<file path="src/rtl/k_and_s_pkg.sv">
`default_nettype none
// ============================================================================
// Module   : k_and_s_pkg
// Purpose  : Shared types and constants for the K&S processor: decoded
//            instruction enum, opcode values, instruction field positions
//            and the ALU operation encoding used on the `operation` strobe.
// Ports    : none (package)
// Revision : 1.0 - initial release
// ============================================================================
package k_and_s_pkg;

  // Decoded opcode as seen by the control unit.
  typedef enum logic [3:0] {
    I_NOP    = 4'd0,
    I_LOAD   = 4'd1,
    I_STORE  = 4'd2,
    I_MOVE   = 4'd3,
    I_ADD    = 4'd4,
    I_SUB    = 4'd5,
    I_AND    = 4'd6,
    I_OR     = 4'd7,
    I_BRANCH = 4'd8,
    I_BZERO  = 4'd9,
    I_BNZERO = 4'd10,
    I_BNEG   = 4'd11,
    I_BNNEG  = 4'd12,
    I_HALT   = 4'd13
  } decoded_instruction_type;

  // Fixed datapath geometry.
  localparam int DATA_W    = 16;
  localparam int ADDR_W    = 5;
  localparam int NUM_REGS  = 4;
  localparam int REG_IDX_W = 2;

  // Opcode values (IR[15:8]).
  localparam logic [7:0] OP_NOP    = 8'h00;
  localparam logic [7:0] OP_LOAD   = 8'h81;
  localparam logic [7:0] OP_STORE  = 8'h82;
  localparam logic [7:0] OP_MOVE   = 8'h91;
  localparam logic [7:0] OP_ADD    = 8'hA1;
  localparam logic [7:0] OP_SUB    = 8'hA2;
  localparam logic [7:0] OP_AND    = 8'hA3;
  localparam logic [7:0] OP_OR     = 8'hA4;
  localparam logic [7:0] OP_BRANCH = 8'h01;
  localparam logic [7:0] OP_BZERO  = 8'h02;
  localparam logic [7:0] OP_BNZERO = 8'h03;
  localparam logic [7:0] OP_BNEG   = 8'h04;
  localparam logic [7:0] OP_BNNEG  = 8'h05;
  localparam logic [7:0] OP_HALT   = 8'hFF;

  // Field LSB positions inside the instruction register.
  localparam int OPCODE_LSB   = 8;   // opcode      IR[15:8]
  localparam int LS_REG_LSB   = 5;   // load/store  IR[6:5]
  localparam int ALU_DST_LSB  = 4;   // ALU dst     IR[5:4]
  localparam int ALU_A_LSB    = 2;   // ALU A       IR[3:2]
  localparam int ALU_B_LSB    = 0;   // ALU B       IR[1:0]
  localparam int MOVE_DST_LSB = 2;   // MOVE dst    IR[3:2]
  localparam int MOVE_SRC_LSB = 0;   // MOVE src    IR[1:0]
  localparam int ADDR_LSB     = 0;   // address     IR[4:0]

  // ALU operation, same codes as the `operation` input.
  typedef enum logic [1:0] {
    ALU_OR  = 2'b00,
    ALU_ADD = 2'b01,
    ALU_SUB = 2'b10,
    ALU_AND = 2'b11
  } alu_op_t;

  // Opcode byte to decoded instruction; unknown codes behave as NOP.
  function automatic decoded_instruction_type decode_opcode(input logic [7:0] op);
    decoded_instruction_type d;
    case (op)
      OP_LOAD:   d = I_LOAD;
      OP_STORE:  d = I_STORE;
      OP_MOVE:   d = I_MOVE;
      OP_ADD:    d = I_ADD;
      OP_SUB:    d = I_SUB;
      OP_AND:    d = I_AND;
      OP_OR:     d = I_OR;
      OP_BRANCH: d = I_BRANCH;
      OP_BZERO:  d = I_BZERO;
      OP_BNZERO: d = I_BNZERO;
      OP_BNEG:   d = I_BNEG;
      OP_BNNEG:  d = I_BNNEG;
      OP_HALT:   d = I_HALT;
      default:   d = I_NOP;
    endcase
    return d;
  endfunction

endpackage
`default_nettype wire

</file>
<file path="src/rtl/ks_regfile.sv">
`default_nettype none
// ============================================================================
// Module   : ks_regfile
// Purpose  : 4 x 16-bit register file with one synchronous write port and
//            three combinational read ports (ALU A, ALU B, store data).
// Ports    : clk, rst_n (sync, active-low)
//            we, waddr[1:0], wdata[15:0]        - write port
//            raddr_a/raddr_b/raddr_s[1:0]       - read addresses
//            rdata_a/rdata_b/rdata_s[15:0]      - read data
// Revision : 1.0 - initial release
// ============================================================================
module ks_regfile
  import k_and_s_pkg::*;
(
  input  logic                 clk,
  input  logic                 rst_n,
  input  logic                 we,
  input  logic [REG_IDX_W-1:0] waddr,
  input  logic [DATA_W-1:0]    wdata,
  input  logic [REG_IDX_W-1:0] raddr_a,
  input  logic [REG_IDX_W-1:0] raddr_b,
  input  logic [REG_IDX_W-1:0] raddr_s,
  output logic [DATA_W-1:0]    rdata_a,
  output logic [DATA_W-1:0]    rdata_b,
  output logic [DATA_W-1:0]    rdata_s
);

  logic [DATA_W-1:0] r_regs [NUM_REGS];

  always_ff @(posedge clk) begin
    if (!rst_n) begin
      for (int i = 0; i < NUM_REGS; i++) begin
        r_regs[i] <= '0;
      end
    end else if (we) begin
      r_regs[waddr] <= wdata;
    end
  end

  // Reads see pre-edge contents, so write-back to a source register is safe.
  assign rdata_a = r_regs[raddr_a];
  assign rdata_b = r_regs[raddr_b];
  assign rdata_s = r_regs[raddr_s];

endmodule
`default_nettype wire

</file>
<file path="src/rtl/datapath.sv">
`default_nettype none
// ============================================================================
// Module   : datapath
// Purpose  : K&S processor datapath: PC, IR, register file, ALU, flags
//            register and opcode decoder. Executes control-unit strobes and
//            returns the decoded opcode and registered flags.
// Ports    : clk, rst_n (sync, active-low)
//            branch, pc_enable, ir_enable, write_reg_enable,
//            flags_reg_enable, addr_sel, c_sel, operation[1:0] - control
//            data_in[15:0]   - RAM read data
//            ram_addr[4:0]   - RAM address (PC or IR[4:0])
//            data_out[15:0]  - RAM write data (R[IR[6:5]])
//            decoded_instruction - decoded opcode
//            zero_op, neg_op, unsigned_overflow, signed_overflow - flags
// Config   : KS_HALT_LOCK_EN - when defined, a decoded HALT blocks PC, IR
//            and register writes until reset.
// Revision : 1.0 - initial release
// ============================================================================
module datapath
  import k_and_s_pkg::*;
(
  input  logic                    clk,
  input  logic                    rst_n,
  input  logic                    branch,
  input  logic                    pc_enable,
  input  logic                    ir_enable,
  input  logic                    write_reg_enable,
  input  logic                    flags_reg_enable,
  input  logic                    addr_sel,
  input  logic                    c_sel,
  input  logic [1:0]              operation,
  input  logic [DATA_W-1:0]       data_in,
  output logic [ADDR_W-1:0]       ram_addr,
  output logic [DATA_W-1:0]       data_out,
  output decoded_instruction_type decoded_instruction,
  output logic                    zero_op,
  output logic                    neg_op,
  output logic                    unsigned_overflow,
  output logic                    signed_overflow
);

  logic [ADDR_W-1:0]    r_pc;
  logic [DATA_W-1:0]    r_ir;
  logic                 r_zero;
  logic                 r_neg;
  logic                 r_uov;
  logic                 r_sov;

  logic                 w_halted;
  logic                 w_is_move;
  logic                 w_is_load;
  logic [REG_IDX_W-1:0] w_dst_idx;
  logic [REG_IDX_W-1:0] w_a_idx;
  logic [REG_IDX_W-1:0] w_b_idx;
  logic [REG_IDX_W-1:0] w_s_idx;
  logic [DATA_W-1:0]    w_rd_a;
  logic [DATA_W-1:0]    w_rd_b;
  logic [DATA_W-1:0]    w_rd_s;
  logic [DATA_W-1:0]    w_alu_a;
  logic [DATA_W-1:0]    w_alu_b;
  logic [DATA_W-1:0]    w_wdata;
  alu_op_t              w_alu_op;
  logic [DATA_W:0]      w_sum;
  logic [DATA_W:0]      w_diff;
  logic [DATA_W-1:0]    w_alu_result;
  logic                 w_alu_uov;
  logic                 w_alu_sov;
  logic                 w_unused_ir7;

  // --------------------------------------------------------------------------
  // Decode
  // --------------------------------------------------------------------------
  assign decoded_instruction = decode_opcode(r_ir[OPCODE_LSB +: 8]);
  assign w_is_move           = (decoded_instruction == I_MOVE);
  assign w_is_load           = (decoded_instruction == I_LOAD);

  // IR[7] is not part of any instruction field.
  assign w_unused_ir7 = r_ir[7];

`ifdef KS_HALT_LOCK_EN
  // IR is frozen while halted, so the decode itself holds the lock.
  assign w_halted = (decoded_instruction == I_HALT);
`else
  assign w_halted = 1'b0;
`endif

  // --------------------------------------------------------------------------
  // Register selection
  // --------------------------------------------------------------------------
  always_comb begin
    w_dst_idx = r_ir[ALU_DST_LSB +: REG_IDX_W];
    if (w_is_load) begin
      w_dst_idx = r_ir[LS_REG_LSB +: REG_IDX_W];
    end else if (w_is_move) begin
      w_dst_idx = r_ir[MOVE_DST_LSB +: REG_IDX_W];
    end
  end

  assign w_a_idx = w_is_move ? r_ir[MOVE_SRC_LSB +: REG_IDX_W]
                             : r_ir[ALU_A_LSB +: REG_IDX_W];
  assign w_b_idx = r_ir[ALU_B_LSB +: REG_IDX_W];
  assign w_s_idx = r_ir[LS_REG_LSB +: REG_IDX_W];

  ks_regfile u_regfile (
    .clk     (clk),
    .rst_n   (rst_n),
    .we      (write_reg_enable && !w_halted),
    .waddr   (w_dst_idx),
    .wdata   (w_wdata),
    .raddr_a (w_a_idx),
    .raddr_b (w_b_idx),
    .raddr_s (w_s_idx),
    .rdata_a (w_rd_a),
    .rdata_b (w_rd_b),
    .rdata_s (w_rd_s)
  );

  // --------------------------------------------------------------------------
  // ALU
  // --------------------------------------------------------------------------
  // MOVE forces B to zero so that an OR passes the source through.
  assign w_alu_a  = w_rd_a;
  assign w_alu_b  = w_is_move ? '0 : w_rd_b;
  assign w_alu_op = alu_op_t'(operation);

  // 17-bit add/sub: bit 16 is the carry (add) or borrow (sub).
  assign w_sum  = {1'b0, w_alu_a} + {1'b0, w_alu_b};
  assign w_diff = {1'b0, w_alu_a} - {1'b0, w_alu_b};

  always_comb begin
    w_alu_result = '0;
    w_alu_uov    = 1'b0;
    w_alu_sov    = 1'b0;
    case (w_alu_op)
      ALU_ADD: begin
        w_alu_result = w_sum[DATA_W-1:0];
        w_alu_uov    = w_sum[DATA_W];
        w_alu_sov    = (w_alu_a[DATA_W-1] == w_alu_b[DATA_W-1]) &&
                       (w_sum[DATA_W-1] != w_alu_a[DATA_W-1]);
      end
      ALU_SUB: begin
        w_alu_result = w_diff[DATA_W-1:0];
        w_alu_uov    = w_diff[DATA_W];
        w_alu_sov    = (w_alu_a[DATA_W-1] != w_alu_b[DATA_W-1]) &&
                       (w_diff[DATA_W-1] != w_alu_a[DATA_W-1]);
      end
      ALU_AND: w_alu_result = w_alu_a & w_alu_b;
      default: w_alu_result = w_alu_a | w_alu_b;
    endcase
  end

  assign w_wdata = c_sel ? data_in : w_alu_result;

  // --------------------------------------------------------------------------
  // PC, IR and flags
  // --------------------------------------------------------------------------
  always_ff @(posedge clk) begin
    if (!rst_n) begin
      r_pc <= '0;
      r_ir <= '0;
    end else if (!w_halted) begin
      if (pc_enable) begin
        // Natural 5-bit overflow wraps 31 back to 0.
        r_pc <= branch ? r_ir[ADDR_LSB +: ADDR_W] : r_pc + 5'd1;
      end
      if (ir_enable) begin
        r_ir <= data_in;
      end
    end
  end

  always_ff @(posedge clk) begin
    if (!rst_n) begin
      r_zero <= 1'b0;
      r_neg  <= 1'b0;
      r_uov  <= 1'b0;
      r_sov  <= 1'b0;
    end else if (flags_reg_enable) begin
      r_zero <= (w_alu_result == '0);
      r_neg  <= w_alu_result[DATA_W-1];
      r_uov  <= w_alu_uov;
      r_sov  <= w_alu_sov;
    end
  end

  // --------------------------------------------------------------------------
  // Outputs
  // --------------------------------------------------------------------------
  assign ram_addr          = addr_sel ? r_pc : r_ir[ADDR_LSB +: ADDR_W];
  assign data_out          = w_rd_s;
  assign zero_op           = r_zero;
  assign neg_op            = r_neg;
  assign unsigned_overflow = r_uov;
  assign signed_overflow   = r_sov;

endmodule
`default_nettype wire

</file>
<file path="config.mk">
export PLATFORM = sky130hd
export DESIGN_NAME = datapath
export DESIGN_NICKNAME = d
export VERILOG_FILES = /design/src/rtl/k_and_s_pkg.sv /design/src/rtl/ks_regfile.sv /design/src/rtl/datapath.sv
export SDC_FILE = /design/constraint.sdc
export NUM_CORES = 1
export LEC_CHECK = 0
export BUFFER_PORTS_ARGS = -buffer_cell sky130_fd_sc_hd__buf_2
export CAP_MARGIN = 0
export CORE_MARGIN = 8
export CORE_UTILIZATION = 50
export DETAILED_ROUTE_END_ITERATION = 8
export PLACE_DENSITY = 0.68
export SLEW_MARGIN = 40
export SYNTH_ARGS = -nofsm -noshare
export SYNTH_HDL_FRONTEND = slang
export SYNTH_SLANG_ARGS = --single-unit
</file>
<file path="constraint.sdc">
create_clock -name clk -period 14.25 [get_ports clk]
set_clock_uncertainty 0.15 [all_clocks]
set_input_delay 2.1375 -clock clk [delete_from_list [all_inputs] [get_ports clk]]
set_output_delay 2.1375 -clock clk [all_outputs]
set_load 0.1 [all_outputs]
</file>
==> results of run 1 <==
[layout by cell type, fill, tap and decap left out, types with 5 or more instances in the layout]
cell / count
nor2_1: 77
ha_1: 55
dfxtp_1: 27
and2_1: 9
o211ai_1: 24
a22oi_1: 7
a21o_1: 9
o21bai_1: 5
mux4_2: 16
or3_1: 10
inv_1: 66
nand2b_1: 12
a21oi_1: 36
mux2i_1: 84
edfxtp_1: 64
buf_2: 55
buf_4: 10
o211a_1: 6
nand2_1: 82
o21ai_0: 36
nor3_1: 22
a211oi_1: 6
xnor2_1: 8
o21a_1: 6
mux2_2: 22
nand3_1: 18
nand4_1: 8
nor2b_1: 24
o31ai_1: 7
clkbuf_16: 9
[worst max-delay path, stage by stage (launching register included)]
cell and delay [ps]:
dfxtp_1 420, or4b_4 610, nor3_2 330, nor2_4 140, buf_16 190, buf_8 160
mux2i_1 110, mux2i_1 350, ha_1 420, nor4_1 730, o21ai_0 370, a21boi_0 420
mux2i_1 230, a32oi_1 140, or3_1 410, or4_1 470, o22ai_1 150
[registers in the layout, indices dropped and copies added, names as in the netlist, named ones only]
signal             flops
zero_op                1
u_regfile.r_regs      64
neg_op                 1
r_ir                  15
r_pc                   5
signed_overflow        1
unsigned_overflow      1
[kinds of logic (layout without fill, tap and decap cells)]
family	count (synthesis)	after routing
adders and majority gates	57	57
DFF	92	92
buffers and inverters	130	150
and+or+nand+nor	288	288
AOI/OAI and AO/OA	196	196
xor gates and xnor gates	11	11
muxes	123	123
[synth_stat cells, drive strengths merged (4+ instances only)]
cell type and instances:
a211oi 8, a21o 9, a21oi 36, a221oi 4
a22oi 7, a31oi 4, a41oi 4, and2 9
buf 8, clkbuf 55, dfxtp 28, edfxtp 64
ha 55, inv 67, mux2 22, mux2i 85
mux4 16, nand2 83, nand2b 12, nand3 18
nand4 8, nor2 78, nor2b 24, nor3 23
o211a 6, o211ai 25, o21a 6, o21ai 39
o21bai 5, o31ai 7, or3 10, or4 4
xnor2 8
[metrics by stage]
stage	cell area, sq um	cells	utilization
floorplan	8063	897	-
global route	8853	1133	0.5594
global placement	8453	1115	0.5341
CTS	8850	1133	0.5591
detailed placement	8503	1117	0.5372
finish	8853	1133	0.5594
[final cells by class]
type / count / share of cell area
clock buffers: 9 / 0.02544
repair buffers: 67 / 0.04438
multi-input cells: 675 / 0.5770
flip-flops and latches: 92 / 0.2805
inverters: 67 / 0.02841
clock inverters: 7 / 0.01371
well taps: 216 / 0.03053
[metal layers]
| layer | share of wire | vias up | GRT usage |
|---|---|---|---|
| met4 | 0.032 | 0 | 0.09955 |
| met2 | 0.46 | 276 | 0.3529 |
| li1 | - | 3286 | - |
| met5 | 0 | - | 0 |
| met1 | 0.45 | 3365 | 0.3056 |
| met3 | 0.067 | 45 | 0.04007 |
[power by group through the flow]
stage          clock, mW  sequential (mW)  combinational (mW)
2_1_floorplan          0            0.319               0.258
3_3_place_gp           0            0.322               0.331
3_5_place_dp           0            0.323               0.333
4_1_cts            0.285            0.317               0.335
5_1_grt            0.294            0.319               0.366
6_report           0.283            0.317               0.340
[final timing paths]
path | depth (start not counted) | endpoint | slack [ps]
hold reg to reg | 2 | zero_op | 330
setup / recovery | 16 | zero_op | 8350
hold / removal | 2 | zero_op | 330
setup reg to reg | 16 | zero_op | 8350
==> metrics.txt, run 1 <==
outcome finished clean; initial antenna violation count 0; Cell Pwr Density 106.1 nW/um^2; Logic pwr share 0.362; DR iter-0 viols approximately 860; post-synthesis sequential area ratio 0.3079; Worst Min Path Start zero_op; synthesized area per cell 8.989 sq um; Multi-input gate area just over 5000 sq um; vias in the first global route ~6500; Async SR Flop Fraction 0; hold slack about 330 ps; IO Pins 56; fin crit period a little under 6000 ps; Int Pwr between 0.5 and 0.6 mW; Final Hold Vio Count 0; Post-Synthesis Cells around 900; dpl ws roughly 8500 ps; first-pass GRT wire length between 30000 and 40000 um; xor/xnor share of the synthesized area 0.01195; critical path capture point type flip-flop; Sw Pwr around 0.35 mW; CTS root buf clkbuf_16; Pleak ~3.8 nW; TritonCTS clock tree built; Reg power frac 0.337; critical path data arrival time 6050 ps; IO buf count 55; Rows between 40 and 50; cell area after synthesis ~8100 sq um; hold_buf cts 0; Total Nets Final about 1000; CTS resizes 0; # DRC 0; Final setup viols 0; setup_tns 0 ps; Overall Global Routing Usage 0.2280; layout cells sized above 1 0.1538; fillers ~1400; drt wl/cell ~20 um; Clk Latency, worst-skew pair approximately 360 ps; Pins Over Slew Limit 0; fin worst setup slack between 8000 and 9000 ps; Sw Share 0.3756; Final ANT Viol Nets 0; mux contribution to synthesized area 0.1809; CTS sink cnt slightly above 90; total grt overflow 0; routed vias/inst roughly 6.2; main combinational cell family by area after synthesis multiplexers; Post-Route WL 22960 um; crit path launch type flip-flop; Fmax about 170 MHz; RD Place Congestion just under 1; most used flip-flop cell after synthesis edfxtp_1; Max VDD drop about 0.086 mV; Yosys warning count 0; Antenna diodes 0; area share of the largest cell type after synthesis 0.2384; Synth Area in Adders 0.09032; Max Root-Sink Buffers 2; htree depth 3; Worst EP required between 10000 and 15000 ps; Crit. Startpoint r_ir[9]; post-synthesis simple-gate area fraction 0.1749; Reg clk slew, reported paths ~70 ps; dominant cell type by area after synthesis edfxtp_1; total number of vias 6972; Syn Nets just under 1000; core area roughly 16000 sq um; crit-path max FO 17; kind of critical path reg2reg; Reg area between 2000 and 2500 sq um; fin crit share 0.4143; Unique masters post-synth between 70 and 80; Pwr Total ~0.94 mW; hpwl dp between 15000 and 20000 um; Crit Reg-Reg Startpoint r_ir[9]; die width 143.0 um; Post CTS Setup Buffer Count 0; Worst slew margin 0.4379; synthesis-to-finish area growth 9.808%; Post-synth EDFFs between 60 and 70; #FFs+latches synth 92; RSZ-0062 raised after global routing false; Num CTS Buffers 9; Die Ht about 140 um; type of the most critical hold path reg2reg; Die Area about 20000 sq um; Clock Power Share 0.301; 1st-pass router iterations 5; Initial Util 0.5094; main area contributors after synthesis edfxtp_1, mux2i_1, ha_1; worst slew pin tran ~840 ps; max-cap violations 0; post-synthesis compound-gate area fraction 0.1724; pin count of the biggest net entering global routing 33
Note: power is estimated with default switching activity, not from simulation.
==> inputs of run 2 (changes only) <==
- PLACE_DENSITY: 0.68 -> 0.71
- clock period: 14.25 -> 5.05 ns (I/O delays scaled with it)
==> metrics.txt, run 2 (synthesis results as in run 1) <==
outcome finished clean; DR iter-0 viols 766 (-11%); routed vias/inst 6.149 (about the same); TritonCTS clock tree built; core area 15830 sq um (unchanged); Largest regs u_regfile.r_regs (64), r_ir (15), r_pc (5); RD Place Congestion 0.9767 (+1.2%); Rows 46 (unchanged); Sw Share 0.3898 (+0.01414); IO buf count 55 (unchanged); hpwl dp 18000 um (+6.3%); Post-Route WL 24280 um (+5.8%); crit-path max FO 11 (-6); CTS root buf clkbuf_16; placed cell area 8930 sq um (+5.0%); synthesis-to-finish area growth 17.02%; Worst slew margin 0.4435 (+0.005584); kind of critical path reg2reg; initial antenna violation count 0 (unchanged); Final ANT Viol Nets 0 (unchanged); Cell Pwr Density 277.4 nW/um^2 (+160%); vias in the first global route 6925 (+6.3%); Pleak 4.142 nW (+7.8%); Worst EP required 5190 ps (-9200 ps); Biggest register u_regfile.r_regs; Final Hold Vio Count 0 (unchanged); type of the most critical hold path reg2reg; Reg clk slew, reported paths 70 ps (about the same); pin count of the biggest net entering global routing 31 (-6.1%); max-cap violations 0 (unchanged); Clk Latency, worst-skew pair 360 ps (about the same); worst slew pin tran 834.7 ps (-8.376 ps); Num CTS Buffers 9 (unchanged); htree depth 3 (unchanged); first-pass GRT wire length 37690 um (+4.8%); Largest register FFs 64 (unchanged); Antenna diodes 0 (unchanged); critical path data arrival time 5090 ps (-960 ps); RSZ-0062 raised after global routing true; Die Ht 143.0 um (unchanged); Clock Power Share 0.239 (-0.062); most frequent cells in the layout nand2_1, buf_4, nor2_1; Pins Over Slew Limit 0 (unchanged); fin crit share 0.9798 (+0.5655); Max Root-Sink Buffers 2 (unchanged); Logic pwr share 0.420 (+0.058); Max VDD drop 0.1948 mV (+130%); # DRC 0 (unchanged); reg2reg path depth 17 (+1); finished layout cell area 9435 sq um (+6.6%); Fmax 202.1 MHz (+19%); total grt overflow 0 (unchanged); hold_buf cts 0 (unchanged); layout cells sized above 1 0.2386 (+0.08486); Die Area 20440 sq um (unchanged); Worst Hold Path Cells 2 (unchanged); Util after Layout 0.5961 (+0.03676); 1st-pass router iterations 5 (unchanged); Int Pwr 1.597 mW (+170%); Sw Pwr 1.020 mW (+190%); fin crit period 4948 ps (-955.6 ps); Total Nets Final 1068 (+7.2%); critical path capture point type flip-flop; drt wl/cell 20.15 um (-0.54%); die width 143.0 um (unchanged); CTS sink cnt 92 (unchanged); crit path launch type flip-flop; IO Pins 56 (unchanged); total number of vias 7410 (+6.3%); Overall Global Routing Usage 0.2383 (+0.01028); Reg power frac 0.341 (+0.004); Final setup viols 0 (unchanged); Initial Util 0.5094 (unchanged)
==> run 2: area by class of cell <==
cell class / count / area, sq um
Tap cell: 216 / 270.3
Timing Repair Buffer: 139 / 918.4
Clock buffer: 12 / 236.5
Multi-Input combinational cell: 675 / 5248
Fill cell: 1366 / 6392
Clock inverter: 4 / 26.28
Inverter: 67 / 251.5
Sequential cell: 92 / 2485
==> run 2: critical path, cell delays in order (launching register included) <==
cell and delay, ps:
dfxtp_1 350, or4b_4 610, nor3_4 200, nor2_4 60, buf_12 160, buf_4 140, mux2i_1 180, mux2i_2 140
ha_1 390, buf_4 160, nand4_1 160, or3_1 410, o211a_1 230, o31ai_1 290, o211ai_1 180, or4_1 530
or4_1 400, o22ai_1 150
==> run 2: power by group through the flow <==
stage	registers, mW	clock network [mW]	logic (mW)
6_report	0.894	0.624	1.10
3_5_place_dp	0.908	0	1.02
2_1_floorplan	0.901	0	0.733
4_1_cts	0.892	0.636	1.05
3_3_place_gp	0.906	0	1.02
5_1_grt	0.898	0.661	1.18
==> run 2: timing repair <==
item | 4_1_cts | 5_1_grt
pin swaps | 3 | 5
buffers inserted | 3 | 9
setup endpoints to repair | 1 | 25
gates cloned | 0 | 0
resized for setup | 7 | 31
endpoints found under the hold margin | 0 | 0
==> run 2: through the flow <==
stage	TNS [ps]	instances	setup slack [ps]	total power [mW]	hold WS, ps
after floorplan	0	897	45.93	1.634	336.8
after global placement	-89.30	1177	-89.30	1.922	350.7
after detailed placement	-140.3	1177	-140.3	1.933	341.9
after CTS	0	1196	39.42	2.574	354.4
after global routing	-163.7	1205	-42.78	2.742	381.4
final	0	1205	102.1	2.617	357.4
==> run 2: path summary, 6_finish.rpt <==
check	startpoint	endpoint	slack [ps]
max	r_ir[13]	zero_op	100
min	zero_op	zero_op	360
max reg2reg	r_ir[13]	zero_op	100
min reg2reg	zero_op	zero_op	360
==> run 2: per-layer routing <==
layer  GRT usage  part of all wire  vias to the layer above
met3     0.03506             0.075                       53
met1      0.3134              0.43                     3596
li1            -                 -                     3437
met2      0.3825              0.47                      324
met4      0.1018             0.030                        0
met5           0                 0                        -
==> inputs of run 3 (changes only) <==
- CORE_UTILIZATION: 50 -> 40
- CTS_CLUSTER_SIZE: unset -> 8
- PLACE_DENSITY: 0.71 -> 0.6
==> metrics.txt, run 3 (synthesis results as in run 1) <==
outcome finished clean; DP Cell Count 1243 (+5.6%); Die Area 24960 sq um (+22%); Clk Latency, worst-skew pair 350 ps (about the same); total grt overflow 0 (unchanged); Worst slew margin 0.4597 (+0.01621); Initial Util 0.4023 (-0.1071); fillers 1981 (+45%); htree depth 3 (unchanged); type of the most critical hold path reg2reg; Antenna diodes 0 (unchanged); slowest CP cell or4b_4; Rows 52 (+13%); Max VDD drop 0.1692 mV (-13%); critical path buffer and inverter count 3 (unchanged); Final Hold Vio Count 0 (unchanged); CP delay by family, top simple AND/OR/NAND/NOR gates; fin crit period 4977 ps (+28.92 ps); fin worst setup slack 73.15 ps (-28.92 ps); drt wl/cell 19.91 um (-1.2%); Largest register FFs 64 (unchanged); Multi-input gate area 5256 sq um (+0.17%); Total Nets Final 1080 (+1.1%); Biggest register u_regfile.r_regs; Num CTS Buffers 9 (unchanged); Final setup viols 0 (unchanged); Max Root-Sink Buffers 2 (unchanged); layout cells sized above 1 0.2498 (+0.01113); Post-Route WL 25300 um (+4.2%); Worst EP required 5180 ps (about the same); RD Place Congestion 0.9095 (-6.9%); fin crit share 0.9855 (+0.005727); critical path capture point type flip-flop; hpwl dp 19170 um (+6.5%); dpl ws -59.53 ps (+80.78 ps); Fmax 200.9 MHz (-0.58%); Cell Pwr Density 287.4 nW/um^2 (+3.6%); finished layout cell area 9677 sq um (+2.6%); RSZ-0062 raised after global routing true; placed cell area 9102 sq um (+1.9%); Layout Cells excl Fill 1271 (+5.5%); 1st-pass router iterations 5 (unchanged); Overall Global Routing Usage 0.2054 (-0.03293); core area 20040 sq um (+27%); Die Ht 158.0 um (+10%); max-cap violations 0 (unchanged); total number of vias 7234 (-2.4%); CP Cell Sequence or4b_4 -> nor3_4 -> nor2_4 -> buf_4 -> mux2i_1 -> mux2i_1 -> ha_1 -> buf_4 -> nor2_1 -> nand3_1 -> a2111oi_0 -> buf_4 -> nor3_2 -> mux2i_1 -> o211ai_1 -> or4_1 -> or4_1 -> o22ai_1; critical path data arrival time 5110 ps (+20 ps); worst slew pin tran 808.4 ps (-26.27 ps); synthesis-to-finish area growth 20.02%; TritonCTS clock tree built; setup_tns 0 ps (unchanged); CTS root buf clkbuf_16; Reg area 2486 sq um (about the same); DR iter-0 viols 618 (-19%); first-pass GRT wire length 39320 um (+4.3%); hold_buf cts 0 (unchanged); Pleak 4.264 nW (+3.0%); IO buf count 55 (unchanged); die width 158.0 um (+10%); most frequent cells in the layout buf_4, nand2_1, mux2i_1; Util after Layout 0.4829 (-0.1132); # DRC 0 (unchanged); CTS sink cnt 92 (unchanged); commonest non-fill, non-tap cell in the layout buf_4; Pins Over Slew Limit 0 (unchanged); Largest regs u_regfile.r_regs (64), r_ir (15), r_pc (5); routed vias/inst 5.692 (-7.4%); initial antenna violation count 0 (unchanged); Reg clk slew, reported paths 80 ps (about the same); crit path launch type flip-flop; pin count of the biggest net entering global routing 32 (+3.2%); hold slack 372.3 ps (+14.86 ps); IO Pins 56 (unchanged); vias in the first global route 6932 (+0.10%); kind of critical path reg2reg; largest stage delay on the critical path 580 ps (-30 ps); Pwr Total 2.781 mW (+6.3%); Final ANT Viol Nets 0 (unchanged); crit-path max FO 6 (-5)
==> run 3: changes by cell type in the layout (fill, tap and decap cells not counted), sizes merged <==
cell	before	now
buf	139	150
bufinv	0	2
clkbuf	12	9
clkinv	3	2
inv	68	70
nor2	78	79
==> run 3: worst reg2reg max path: stages, from the launching register on <==
cell and delay, ps:
dfxtp_2 340, or4b_4 580, nor3_4 280, nor2_4 130, buf_4 180, mux2i_1 110
mux2i_1 260, ha_1 330, buf_4 180, nor2_1 170, nand3_1 150, a2111oi_0 460
buf_4 190, nor3_2 50, mux2i_1 140, o211ai_1 120, or4_1 520, or4_1 400
o22ai_1 180
==> run 3: layout make-up <==
class	instances	share of cell area
inverters	67	0.02599
flip-flops and latches	92	0.2569
repair buffers	150	0.1059
clock inverters	7	0.009827
clock buffers	9	0.02327
well taps	270	0.03491
multi-input cells	676	0.5432
==> run 3: path summary, 6_finish.rpt <==
kind              to  cells after the start  startpoint  slack (ps)
max          zero_op                     18    r_ir[10]          70
min           neg_op                      2      neg_op         370
max reg2reg  zero_op                     18    r_ir[10]          70
min reg2reg   neg_op                      2      neg_op         370
==> run 3: layer usage <==
metal / routed length (um) / vias up / global-route usage / share of wire
met1: 11510 / 3486 / 0.2757 / 0.45
met3: 1278 / 44 / 0.01993 / 0.051
met2: 11630 / 247 / 0.3307 / 0.46
met4: 886 / 0 / 0.08936 / 0.035
met5: 0 / - / 0 / 0
li1: - / 3457 / - / -
==> run 3: timing repair <==
action	4_1_cts	5_1_grt
pin swaps	3	18
gates cloned	1	0
setup buffers	2	9
setup endpoints to repair	1	19
resized for setup	7	33
==> run 3: power breakdown <==
group,leakage (nW),internal (mW),switching [mW]
registers,0.898,0.851,0.0412
clock network,0.158,0.437,0.316
logic,3.21,0.434,0.702
